`config.mk`:
```
export PLATFORM = sky130hd
export DESIGN_NAME = bldc_driver_flat
export DESIGN_NICKNAME = d
export VERILOG_FILES = /design/src/rtl/bldc_if.sv /design/src/rtl/bldc_driver.sv /design/src/flat_wrapper.sv
export SDC_FILE = /design/constraint.sdc
export NUM_CORES = 1
export LEC_CHECK = 0
export ABC_AREA = 1
export BUFFER_PORTS_ARGS = -buffer_cell sky130_fd_sc_hd__buf_2
export CAP_MARGIN = 20
export CORE_MARGIN = 2
export CORE_UTILIZATION = 65
export DETAILED_ROUTE_END_ITERATION = 16
export GPL_TIMING_DRIVEN = 0
export HOLD_SLACK_MARGIN = 0.15
export PLACE_DENSITY = 0.83
export SETUP_SLACK_MARGIN = 0.4
export SYNTH_ARGS = -nofsm -noshare
export SYNTH_HDL_FRONTEND = slang
export SYNTH_SLANG_ARGS = --single-unit
```
`constraint.sdc`:
```
create_clock -name clk -period 6.14 [get_ports clk]
set_input_delay 1.228 -clock clk [delete_from_list [all_inputs] [get_ports clk]]
set_output_delay 1.228 -clock clk [all_outputs]
set_load 0.005 [all_outputs]
```
`src/rtl/bldc_if.sv`:
```
// Host-side command and gate-pin bundle for bldc_driver.
// The host drives the command fields, and the driver drives the gate and enable pins.
interface bldc_if;
    logic signed [15:0] velocity;
    logic signed [7:0]  offset;
    logic               enable;
    logic [7:0]         mode;
    logic signed [11:0] feedback;
    logic               u_p, v_p, w_p;
    logic               u_n, v_n, w_n;
    logic               en;

    modport master (
        output velocity, offset, enable, mode, feedback,
        input  u_p, v_p, w_p, u_n, v_n, w_n, en
    );

    modport slave (
        input  velocity, offset, enable, mode, feedback,
        output u_p, v_p, w_p, u_n, v_n, w_n, en
    );
endinterface

```
`src/rtl/bldc_driver.sv`:
```
// Three-phase sinusoidal BLDC commutation driver with centre-referenced PWM.
// Optional feature macro: BLDC_DEADTIME_EN inserts a 4-clock gate dead time when PWMMODE is 0.
module bldc_driver #(
    parameter int PWMMODE          = 0,
    parameter int FEEDBACK_DIVIDER = 16,
    parameter int DIVIDER          = 0
) (
    input logic   clk,
    input logic   rst_n,
    bldc_if.slave bus
);

    localparam int FB_SHIFT = $clog2(FEEDBACK_DIVIDER);

    // Quarter-wave of round(127*sin(2*pi*k/256)) for k = 0..64.
    function automatic logic [6:0] quarter(input logic [6:0] i);
        case (i)
            7'd0:  return 7'd0;   7'd1:  return 7'd3;   7'd2:  return 7'd6;   7'd3:  return 7'd9;
            7'd4:  return 7'd12;  7'd5:  return 7'd16;  7'd6:  return 7'd19;  7'd7:  return 7'd22;
            7'd8:  return 7'd25;  7'd9:  return 7'd28;  7'd10: return 7'd31;  7'd11: return 7'd34;
            7'd12: return 7'd37;  7'd13: return 7'd40;  7'd14: return 7'd43;  7'd15: return 7'd46;
            7'd16: return 7'd49;  7'd17: return 7'd51;  7'd18: return 7'd54;  7'd19: return 7'd57;
            7'd20: return 7'd60;  7'd21: return 7'd63;  7'd22: return 7'd65;  7'd23: return 7'd68;
            7'd24: return 7'd71;  7'd25: return 7'd73;  7'd26: return 7'd76;  7'd27: return 7'd78;
            7'd28: return 7'd81;  7'd29: return 7'd83;  7'd30: return 7'd85;  7'd31: return 7'd88;
            7'd32: return 7'd90;  7'd33: return 7'd92;  7'd34: return 7'd94;  7'd35: return 7'd96;
            7'd36: return 7'd98;  7'd37: return 7'd100; 7'd38: return 7'd102; 7'd39: return 7'd104;
            7'd40: return 7'd106; 7'd41: return 7'd107; 7'd42: return 7'd109; 7'd43: return 7'd111;
            7'd44: return 7'd112; 7'd45: return 7'd113; 7'd46: return 7'd115; 7'd47: return 7'd116;
            7'd48: return 7'd117; 7'd49: return 7'd118; 7'd50: return 7'd120; 7'd51: return 7'd121;
            7'd52: return 7'd122; 7'd53: return 7'd122; 7'd54: return 7'd123; 7'd55: return 7'd124;
            7'd56: return 7'd125; 7'd57: return 7'd125; 7'd58: return 7'd126; 7'd59: return 7'd126;
            7'd60: return 7'd126; 7'd61: return 7'd127; 7'd62: return 7'd127; 7'd63: return 7'd127;
            7'd64: return 7'd127;
            default: return 7'd0;
        endcase
    endfunction

    // Full-wave sine, returned as two's complement.
    function automatic logic [7:0] sine(input logic [7:0] k);
        logic [6:0] idx;
        logic [6:0] mag;
        idx = k[6] ? (7'd64 - {1'b0, k[5:0]}) : {1'b0, k[5:0]};
        mag = quarter(idx);
        return k[7] ? (8'd0 - {1'b0, mag}) : {1'b0, mag};
    endfunction

    function automatic logic [7:0] duty_of(input logic [7:0] s, input logic [7:0] a);
        logic signed [17:0] prod;
        logic signed [17:0] d;
        prod = $signed({{10{s[7]}}, s}) * $signed({10'd0, a});
        d    = 18'sd128 + (prod >>> 8);
        if (d < 18'sd0)        return 8'd0;
        else if (d > 18'sd255) return 8'd255;
        else                   return d[7:0];
    endfunction

    logic [15:0]      presc_q, presc_d;
    logic [7:0]       cnt_q, cnt_d;
    logic [15:0]      acc_q, acc_d;
    logic [2:0][7:0]  th_q, th_d;
    logic [7:0]       amp1_q, amp1_d, amp2_q, amp2_d;
    logic [2:0][7:0]  s_q, s_d;
    logic [2:0][7:0]  duty_nx_q, duty_nx_d;
    logic [2:0][7:0]  duty_act_q, duty_act_d;
    logic [2:0]       gp_q, gp_d, gn_q, gn_d;
    logic             en_q, en_d;

    logic             tick, wrap;
    logic [7:0]       fb_angle, base, lead, theta;
    logic [15:0]      mag;
    logic [2:0]       want_p, want_n;

`ifdef BLDC_DEADTIME_EN
    logic [2:0][1:0]  offp_q, offp_d, offn_q, offn_d;
`endif

    always_comb begin
        tick    = (presc_q == 16'(DIVIDER));
        wrap    = tick && (cnt_q == 8'hFF);
        presc_d = tick ? 16'd0 : presc_q + 16'd1;
        cnt_d   = tick ? cnt_q + 8'd1 : cnt_q;
        acc_d   = wrap ? acc_q + $unsigned(bus.velocity) : acc_q;

        fb_angle = 8'($unsigned(bus.feedback) >> FB_SHIFT);
        base     = (bus.mode == 8'd1) ? acc_q[15:8] : fb_angle;
        lead     = bus.velocity[15] ? 8'd192 : 8'd64;
        theta    = base + $unsigned(bus.offset) + lead;
        th_d[0]  = theta;
        th_d[1]  = theta + 8'd85;
        th_d[2]  = theta + 8'd171;

        // -32768 negates to 0x8000, which saturates exactly as 32767 would.
        mag    = bus.velocity[15] ? (16'd0 - $unsigned(bus.velocity)) : $unsigned(bus.velocity);
        amp1_d = (mag > 16'd255) ? 8'd255 : mag[7:0];
        amp2_d = amp1_q;
        en_d   = bus.enable;

        s_d        = '0;
        duty_nx_d  = '0;
        duty_act_d = '0;
        want_p     = '0;
        want_n     = '0;
        gp_d       = '0;
        gn_d       = '0;
`ifdef BLDC_DEADTIME_EN
        offp_d     = '0;
        offn_d     = '0;
`endif
        for (int i = 0; i < 3; i++) begin
            s_d[i]        = sine(th_q[i]);
            duty_nx_d[i]  = duty_of(s_q[i], amp2_q);
            duty_act_d[i] = wrap ? duty_nx_q[i] : duty_act_q[i];
            want_p[i]     = bus.enable && (cnt_q < duty_act_q[i]);
            want_n[i]     = bus.enable && !(cnt_q < duty_act_q[i]) && (PWMMODE == 0);
`ifdef BLDC_DEADTIME_EN
            offp_d[i] = gp_q[i] ? 2'd0 : ((offp_q[i] == 2'd3) ? 2'd3 : offp_q[i] + 2'd1);
            offn_d[i] = gn_q[i] ? 2'd0 : ((offn_q[i] == 2'd3) ? 2'd3 : offn_q[i] + 2'd1);
            // Turn-on needs the opposite gate low now and for the 3 clocks before.
            if (PWMMODE == 0) begin
                gp_d[i] = want_p[i] && !gn_q[i] && (offn_q[i] == 2'd3);
                gn_d[i] = want_n[i] && !gp_q[i] && (offp_q[i] == 2'd3);
            end else begin
                gp_d[i] = want_p[i];
                gn_d[i] = 1'b0;
            end
`else
            gp_d[i] = want_p[i];
            gn_d[i] = want_n[i];
`endif
        end
    end

    always_ff @(posedge clk or negedge rst_n) begin
        if (!rst_n) begin
            presc_q    <= '0;
            cnt_q      <= '0;
            acc_q      <= '0;
            th_q       <= '0;
            amp1_q     <= '0;
            amp2_q     <= '0;
            s_q        <= '0;
            duty_nx_q  <= {3{8'd128}};
            duty_act_q <= {3{8'd128}};
            gp_q       <= '0;
            gn_q       <= '0;
            en_q       <= 1'b0;
        end else begin
            presc_q    <= presc_d;
            cnt_q      <= cnt_d;
            acc_q      <= acc_d;
            th_q       <= th_d;
            amp1_q     <= amp1_d;
            amp2_q     <= amp2_d;
            s_q        <= s_d;
            duty_nx_q  <= duty_nx_d;
            duty_act_q <= duty_act_d;
            gp_q       <= gp_d;
            gn_q       <= gn_d;
            en_q       <= en_d;
        end
    end

`ifdef BLDC_DEADTIME_EN
    // Both gates are off in reset, so the off-time counters start saturated.
    always_ff @(posedge clk or negedge rst_n) begin
        if (!rst_n) begin
            offp_q <= {3{2'd3}};
            offn_q <= {3{2'd3}};
        end else begin
            offp_q <= offp_d;
            offn_q <= offn_d;
        end
    end
`endif

    assign bus.u_p = gp_q[0];
    assign bus.v_p = gp_q[1];
    assign bus.w_p = gp_q[2];
    assign bus.u_n = gn_q[0];
    assign bus.v_n = gn_q[1];
    assign bus.w_n = gn_q[2];
    assign bus.en  = en_q;

endmodule

```
`src/flat_wrapper.sv`:
```
// flat-port wrapper written by rule: the top's interface ports become plain ports
module bldc_driver_flat 
#(
    parameter int PWMMODE          = 0,
    parameter int FEEDBACK_DIVIDER = 16,
    parameter int DIVIDER          = 0
)
  (clk, rst_n, bus_velocity, bus_offset, bus_enable, bus_mode, bus_feedback, bus_u_p, bus_v_p, bus_w_p, bus_u_n, bus_v_n, bus_w_n, bus_en);
  bldc_if bus_i ();
  input logic clk;
  input logic rst_n;
  input wire logic [$bits(bus_i.velocity)-1:0] bus_velocity;
  input wire logic [$bits(bus_i.offset)-1:0] bus_offset;
  input wire logic [$bits(bus_i.enable)-1:0] bus_enable;
  input wire logic [$bits(bus_i.mode)-1:0] bus_mode;
  input wire logic [$bits(bus_i.feedback)-1:0] bus_feedback;
  output wire logic [$bits(bus_i.u_p)-1:0] bus_u_p;
  output wire logic [$bits(bus_i.v_p)-1:0] bus_v_p;
  output wire logic [$bits(bus_i.w_p)-1:0] bus_w_p;
  output wire logic [$bits(bus_i.u_n)-1:0] bus_u_n;
  output wire logic [$bits(bus_i.v_n)-1:0] bus_v_n;
  output wire logic [$bits(bus_i.w_n)-1:0] bus_w_n;
  output wire logic [$bits(bus_i.en)-1:0] bus_en;
  assign bus_i.velocity = bus_velocity;
  assign bus_i.offset = bus_offset;
  assign bus_i.enable = bus_enable;
  assign bus_i.mode = bus_mode;
  assign bus_i.feedback = bus_feedback;
  assign bus_u_p = bus_i.u_p;
  assign bus_v_p = bus_i.v_p;
  assign bus_w_p = bus_i.w_p;
  assign bus_u_n = bus_i.u_n;
  assign bus_v_n = bus_i.v_n;
  assign bus_w_n = bus_i.w_n;
  assign bus_en = bus_i.en;
  bldc_driver #(.PWMMODE(PWMMODE), .FEEDBACK_DIVIDER(FEEDBACK_DIVIDER), .DIVIDER(DIVIDER)) u_core (.clk(clk), .rst_n(rst_n), .bus(bus_i));
endmodule
```
Word level (Yosys, flattened, before mapping)
Memories as Yosys holds them, arrays and structs flattened.
Cells that the tools add are included.
{ "word_totals": {"regBits": 159, "mem_bits_ro": 2688, "out_inout_bits": 7, "word_cells": 83, "mem_count": 3} }
{ "classes": {"n_addsub": 17, "n_mul": 3, "order_cmp": 10, "eq_ne": 2, "mux": 17, "reduce_logical": 11} }
{ "memory_table": {"columns": ["memory", "words", "width", "rd", "rd_ports_with_merged_regs", "write_ports", "line", "source"], "rows": [
  ["(name not given)", 128, 7, 1, 0, 0, "bldc_driver.sv:17", "case (i)"],
  ["(name not given)", 128, 7, 1, 0, 0, "bldc_driver.sv:17", null],
  ["(name not given)", 128, 7, 1, 0, 0, "bldc_driver.sv:17", null]
]} }
{ "op_table": {"columns": ["op", "n"], "rows": [
  ["8-bit 2-to-1 mux", 12],
  ["18-bit by 9-bit > comparator with 1-bit output, second input constant", 3],
  ["18-bit by 1-bit < comparator with 1-bit output, second input constant", 3],
  ["8-bit by 9-bit multiplier with 17-bit output", 3],
  ["16-bit 2-to-1 mux", 2],
  ["9-bit by 9-bit adder with 10-bit output, first input constant", 3],
  ["8-bit < comparator", 3],
  ["1-bit by 7-bit subtractor with 8-bit output, first input constant", 3],
  ["7-bit 2-to-1 mux", 3],
  ["7-bit by 6-bit subtractor with 7-bit output, first input constant", 3],
  ["16-bit by 1-bit adder with 16-bit output, second input constant", 1],
  ["16-bit adder", 1],
  ["8-bit adder", 2],
  ["16-bit by 8-bit > comparator with 1-bit output, second input constant", 1],
  ["16-bit logical NOT", 1],
  ["1-bit by 16-bit subtractor with 16-bit output, first input constant", 1],
  ["8-bit by 1-bit adder with 8-bit output, second input constant", 1],
  ["8-bit by 7-bit adder with 8-bit output, second input constant", 1],
  ["8-bit adder, second input constant", 1],
  ["8-bit by 1-bit == test with 1-bit output, second input constant", 1],
  ["8-bit == test, second input constant", 1],
  ["1-bit logical AND", 7],
  ["1-bit logical NOT", 3]
]} }

Logic depth before layout (Yosys ltp)
{ "depth": {"depth_word": 5, "depth_mapped": 26, "mapped_depth_nobuf": 25} }

Worst setup path before layout
OpenSTA, ideal clock, no wires.
{ "synth_path": {"kind": "register to register", "from": "register u_core.amp2_q[2]", "to": "register u_core.duty_nx_q[18] (netlist bit)", "setup_ns": 0.135, "arrival_time_ns": 4.312, "slack_ns": 1.693, "path_stages_with_launch": 18, "path_buffers": 1, "path_cell_list": "dfrtp_1 -> clkbuf_1 -> nor2_1 -> fa_1 -> fa_1 -> fa_1 -> inv_1 -> fa_1 -> inv_1 -> ha_1 -> nand2_1 -> nor2_1 -> nand3_1 -> o211ai_1 -> a21oi_1 -> xor2_1 -> nor2_1 -> o21ai_0"} }
{ "synth_rtl": {"columns": ["element", "line", "source"], "rows": [
  ["start: declaration", "bldc_driver.sv:62", "logic [7:0] amp1_q, amp1_d, amp2_q, amp2_d;"],
  ["start signal: assignment", "bldc_driver.sv:154", "amp2_q <= amp2_d;"],
  ["end signal: assignment", "bldc_driver.sv:143", "duty_nx_q <= {3{8'd128}};"],
  ["end signal: assignment", "bldc_driver.sv:156", "duty_nx_q <= duty_nx_d;"],
  ["end: declaration", "bldc_driver.sv:64", "logic [2:0][7:0] duty_nx_q, duty_nx_d;"]
]} }

==> flow_summary.toml <==
[status]
result_of_the_run = "complete, no violations"

[final_layout]
finalNetCount = 2665
antenna_cells_inserted = 0
layout_commonest_cell = "nand2_1"
post-route-cell-area_sq_um = 18110
final_cell_mix = "nand2_1, inv_1, ha_1"
proportion_of_layout_cells_with_a_drive_suffix_above_1_pct = 8.491
syn_to_final_growth_pct = 7.966
fillCellCount = 1962

[grt]
global_route_wire_length_before_repair_mm = 65.68
grt_antenna_before_repair = 0
gr-total-overflow = 0
groute.usage.overall_pct = 30.01
first_global_vias = 14470
pin_count_of_the_biggest_net_entering_global_routing = 93

[sta]
slew_headroom_pct = 45.72
post-route-period-util_pct = 89.64
final_period_minus_worst_setup_slack_ns = 5.504
grt_setup_unrepaired = "false"
fin_setup_tns_ns = 0
finalClockSkew_ns = 0.01407
final-max-slew-violation-count = 0
timing.final.hold_violations = 0
setup-violations-final = 0
slew_worst_pin_ns = 0.8142
fmax_mhz = 181.7

[detailed_routing]
drc_errors = 0
drtIter0Drc = 1027
route.vias.total = 14570
drt-wirelength-per-cell_microns = 14.73
route.final.wire_length_mm = 39.20
via_per_inst = 5.475
route.antenna.remaining_nets = 0
first_pass_iters = 5

[worst_setup_path]
worstReg2RegStart = "u_core.amp2_q[2]"
timing_worst_setup_path_type = "reg -> reg"
startpoint = "u_core.amp2_q[2]"
worst-path-max-fanout = 10
required_worst_endpoint_ns = 6.39
critPathMostFrequentCell = "fa_1"
path_cells = "clkbuf_2 > nand2_1 > fa_1 > fa_1 > inv_1 > fa_1 > inv_1 > fa_1 > inv_1 > ha_1 > nand2_1 > o21ai_0 > nand3_1 > nand2_1 > xor2_1 > nor2_1 > o21ai_0"
cp-end-kind = "flip-flop"
cp_launch_type = "flip-flop"
critical_path_arrival_ns = 5.75
crit_slowest_cell = "fa_1"
critical-path-max-stage-delay_ns = 0.55

[clocking]
cts.path.max_buffers = 2
cts_buffers = 17
clock_latency_late_sink_ns = 0.43
tritoncts_num_sinks = 158
tritoncts = "built"
cts_htree_levels = 4
clkSlewWorstSetupHoldPaths_ns = 0.07
ctsRootBufferMaster = "clkbuf_16"
cts.hold.buffers_added = 0

[job]
number_of_max_cap_violations = 0

[floorplan]
num_io_pins = 54
initial_core_util_pct = 66.43
die_area_sq_um = 27110
placementRows = 58
design.core.area_sq_um = 25250
chipWidth_microns = 164.7
die_y_microns = 164.7

[synthesis]
postSynthRegisterBits = 158
synthesis.nets = 2596
yosysWarningCount = 0
netlist_top_cells_area = "dfrtp_1, ha_1, nand2_1, fa_1, inv_1"
mappedNetlistArea_sq_um = 16780
avgSynthCellArea_sq_um = 7.456
yosys.area.top_type = "dfrtp_1"
number_of_instances_in_the_synthesized_netlist = 2250
seq_area_frac_synth_pct = 23.61
commonest_register_cell_after_synthesis = "dfrtp_1"
synth.lib_cells_used.distinct = 51
share_of_the_synthesized_area_in_the_top_cell_type_pct = 22.67
number_of_enable_flip_flop_cells_after_synthesis = 0
synthArstFlopShare_pct = 100.0

[place]
port_buffers = 49
placed_cell_area_sq_um = 17470
routabilityCongestion = 0.9333
post-dp-hpwl_mm = 30.32

[worst_hold_path]
min_from = "u_core.amp1_q[7]"
min_path_type = "reg -> reg"
-- cell type report --
class / count / area, sq um / share of cell area [%]
Clock buffer: 18 / 439.2 / 2.425
Clock inverter: 14 / 192.7 / 1.064
Buffer: 61 / 349.1 / 1.927
Multi-Input combinational cell: 1586 / 10800 / 59.64
Tap cell: 330 / 412.9 / 2.280
Timing Repair Buffer: 50 / 279.0 / 1.540
Inverter: 445 / 1675 / 9.250
Sequential cell: 158 / 3961 / 21.87
-- sequential cells by signal, indices dropped and copies added, names as in the netlist --
| signal | count |
|---|---|
| u_core.acc_q | 16 |
| u_core.amp1_q | 8 |
| u_core.amp2_q | 8 |
| u_core.bus.en | 1 |
| u_core.cnt_q | 8 |
| u_core.duty_act_q | 24 |
| u_core.duty_nx_q | 24 |
| u_core.gn_q | 3 |
| u_core.gp_q | 3 |
| u_core.presc_q | 16 |
| u_core.s_q | 24 |
| u_core.th_q | 23 |
-- stage by stage --
stage / cells / hold WS, ns / util, % / setup WS, ns
final: 2662 / 0.3517 / 71.72 / 0.6361
after global routing: 2662 / 0.3563 / 71.72 / 0.4233
after CTS: 2662 / 0.3551 / 71.67 / 0.4209
after detailed placement: 2630 / 0.3362 / 69.17 / 0.4889
after global placement: 2629 / 0.3344 / 69.03 / 0.5035
after floorplan: 2250 / 0.3312 / - / 1.693
-- routing by layer --
metal  GRT usage [%]  share of wire, %
met3           4.420               5.7
met4           12.53               3.9
met5               0                 0
met1           36.80                41
met2           52.95                49
-- Yosys cell counts (3+ instances only) --
master,n
fa_1,107
inv_2,14
buf_2,4
inv_1,429
nand2_2,20
dfstp_2,6
nand3_2,6
nand2_4,3
a21boi_0,7
nor2_2,10
o21ai_0,91
ha_1,192
nand4_1,16
o31ai_1,5
nor2_1,113
clkbuf_1,34
buf_6,9
nor3_1,13
xnor2_1,23
clkbuf_2,7
xor2_1,66
dfrtp_1,152
buf_4,7
a21oi_1,107
mux2_2,5
nor4_1,8
o21ai_2,3
and2_1,3
nand3b_1,7
o2111ai_1,4
a21o_1,8
o21a_1,5
o211ai_1,13
o21ai_1,6
nand3_1,136
nand2_1,593
-- path summary, 6_finish.rpt --
kind	cells past startpoint	slack [ns]	to
max	17	0.64	u_core.duty_nx_q[0]
min	0	0.35	u_core.amp2_q[7]
max reg2reg	17	0.64	u_core.duty_nx_q[0]
min reg2reg	0	0.35	u_core.amp2_q[7]
max in group asynchronous	2	4.46	u_core.acc_q[14]
min in group asynchronous	1	0.81	u_core.duty_act_q[18]
-- logic make-up (layout without fill, tap and decap cells) --
group / after synthesis / count (layout) / synth area share [%]
mux: 5 / 5 / 0.3356
buf+inv: 506 / 588 / 11.99
compound gates: 251 / 251 / 8.241
xor+xnor: 89 / 89 / 4.646
simple gates: 942 / 942 / 24.08
flops: 158 / 158 / 23.61
fa+ha+maj: 299 / 299 / 27.09
-- critical path: cells and delay by family (launching register included) --
| family | cells | cell delay [ns] |
|---|---|---|
| adders and majority gates | 5 | 2.42 |
| AOI/OAI and AO/OA | 2 | 0.87 |
| and+or+nand+nor | 5 | 0.61 |
| buffers and inverters | 4 | 0.55 |
| DFF | 1 | 0.49 |
| xor gates and xnor gates | 1 | 0.37 |
-- repair_timing --
action	in CTS	in global routing
resized for setup	0	20
buffers inserted	0	0
endpoints found under the setup margin	0	7
Power is left out: the tool's default activity adds up to more than one toggle a clock period on the data nets, which glitch-free logic cannot reach.
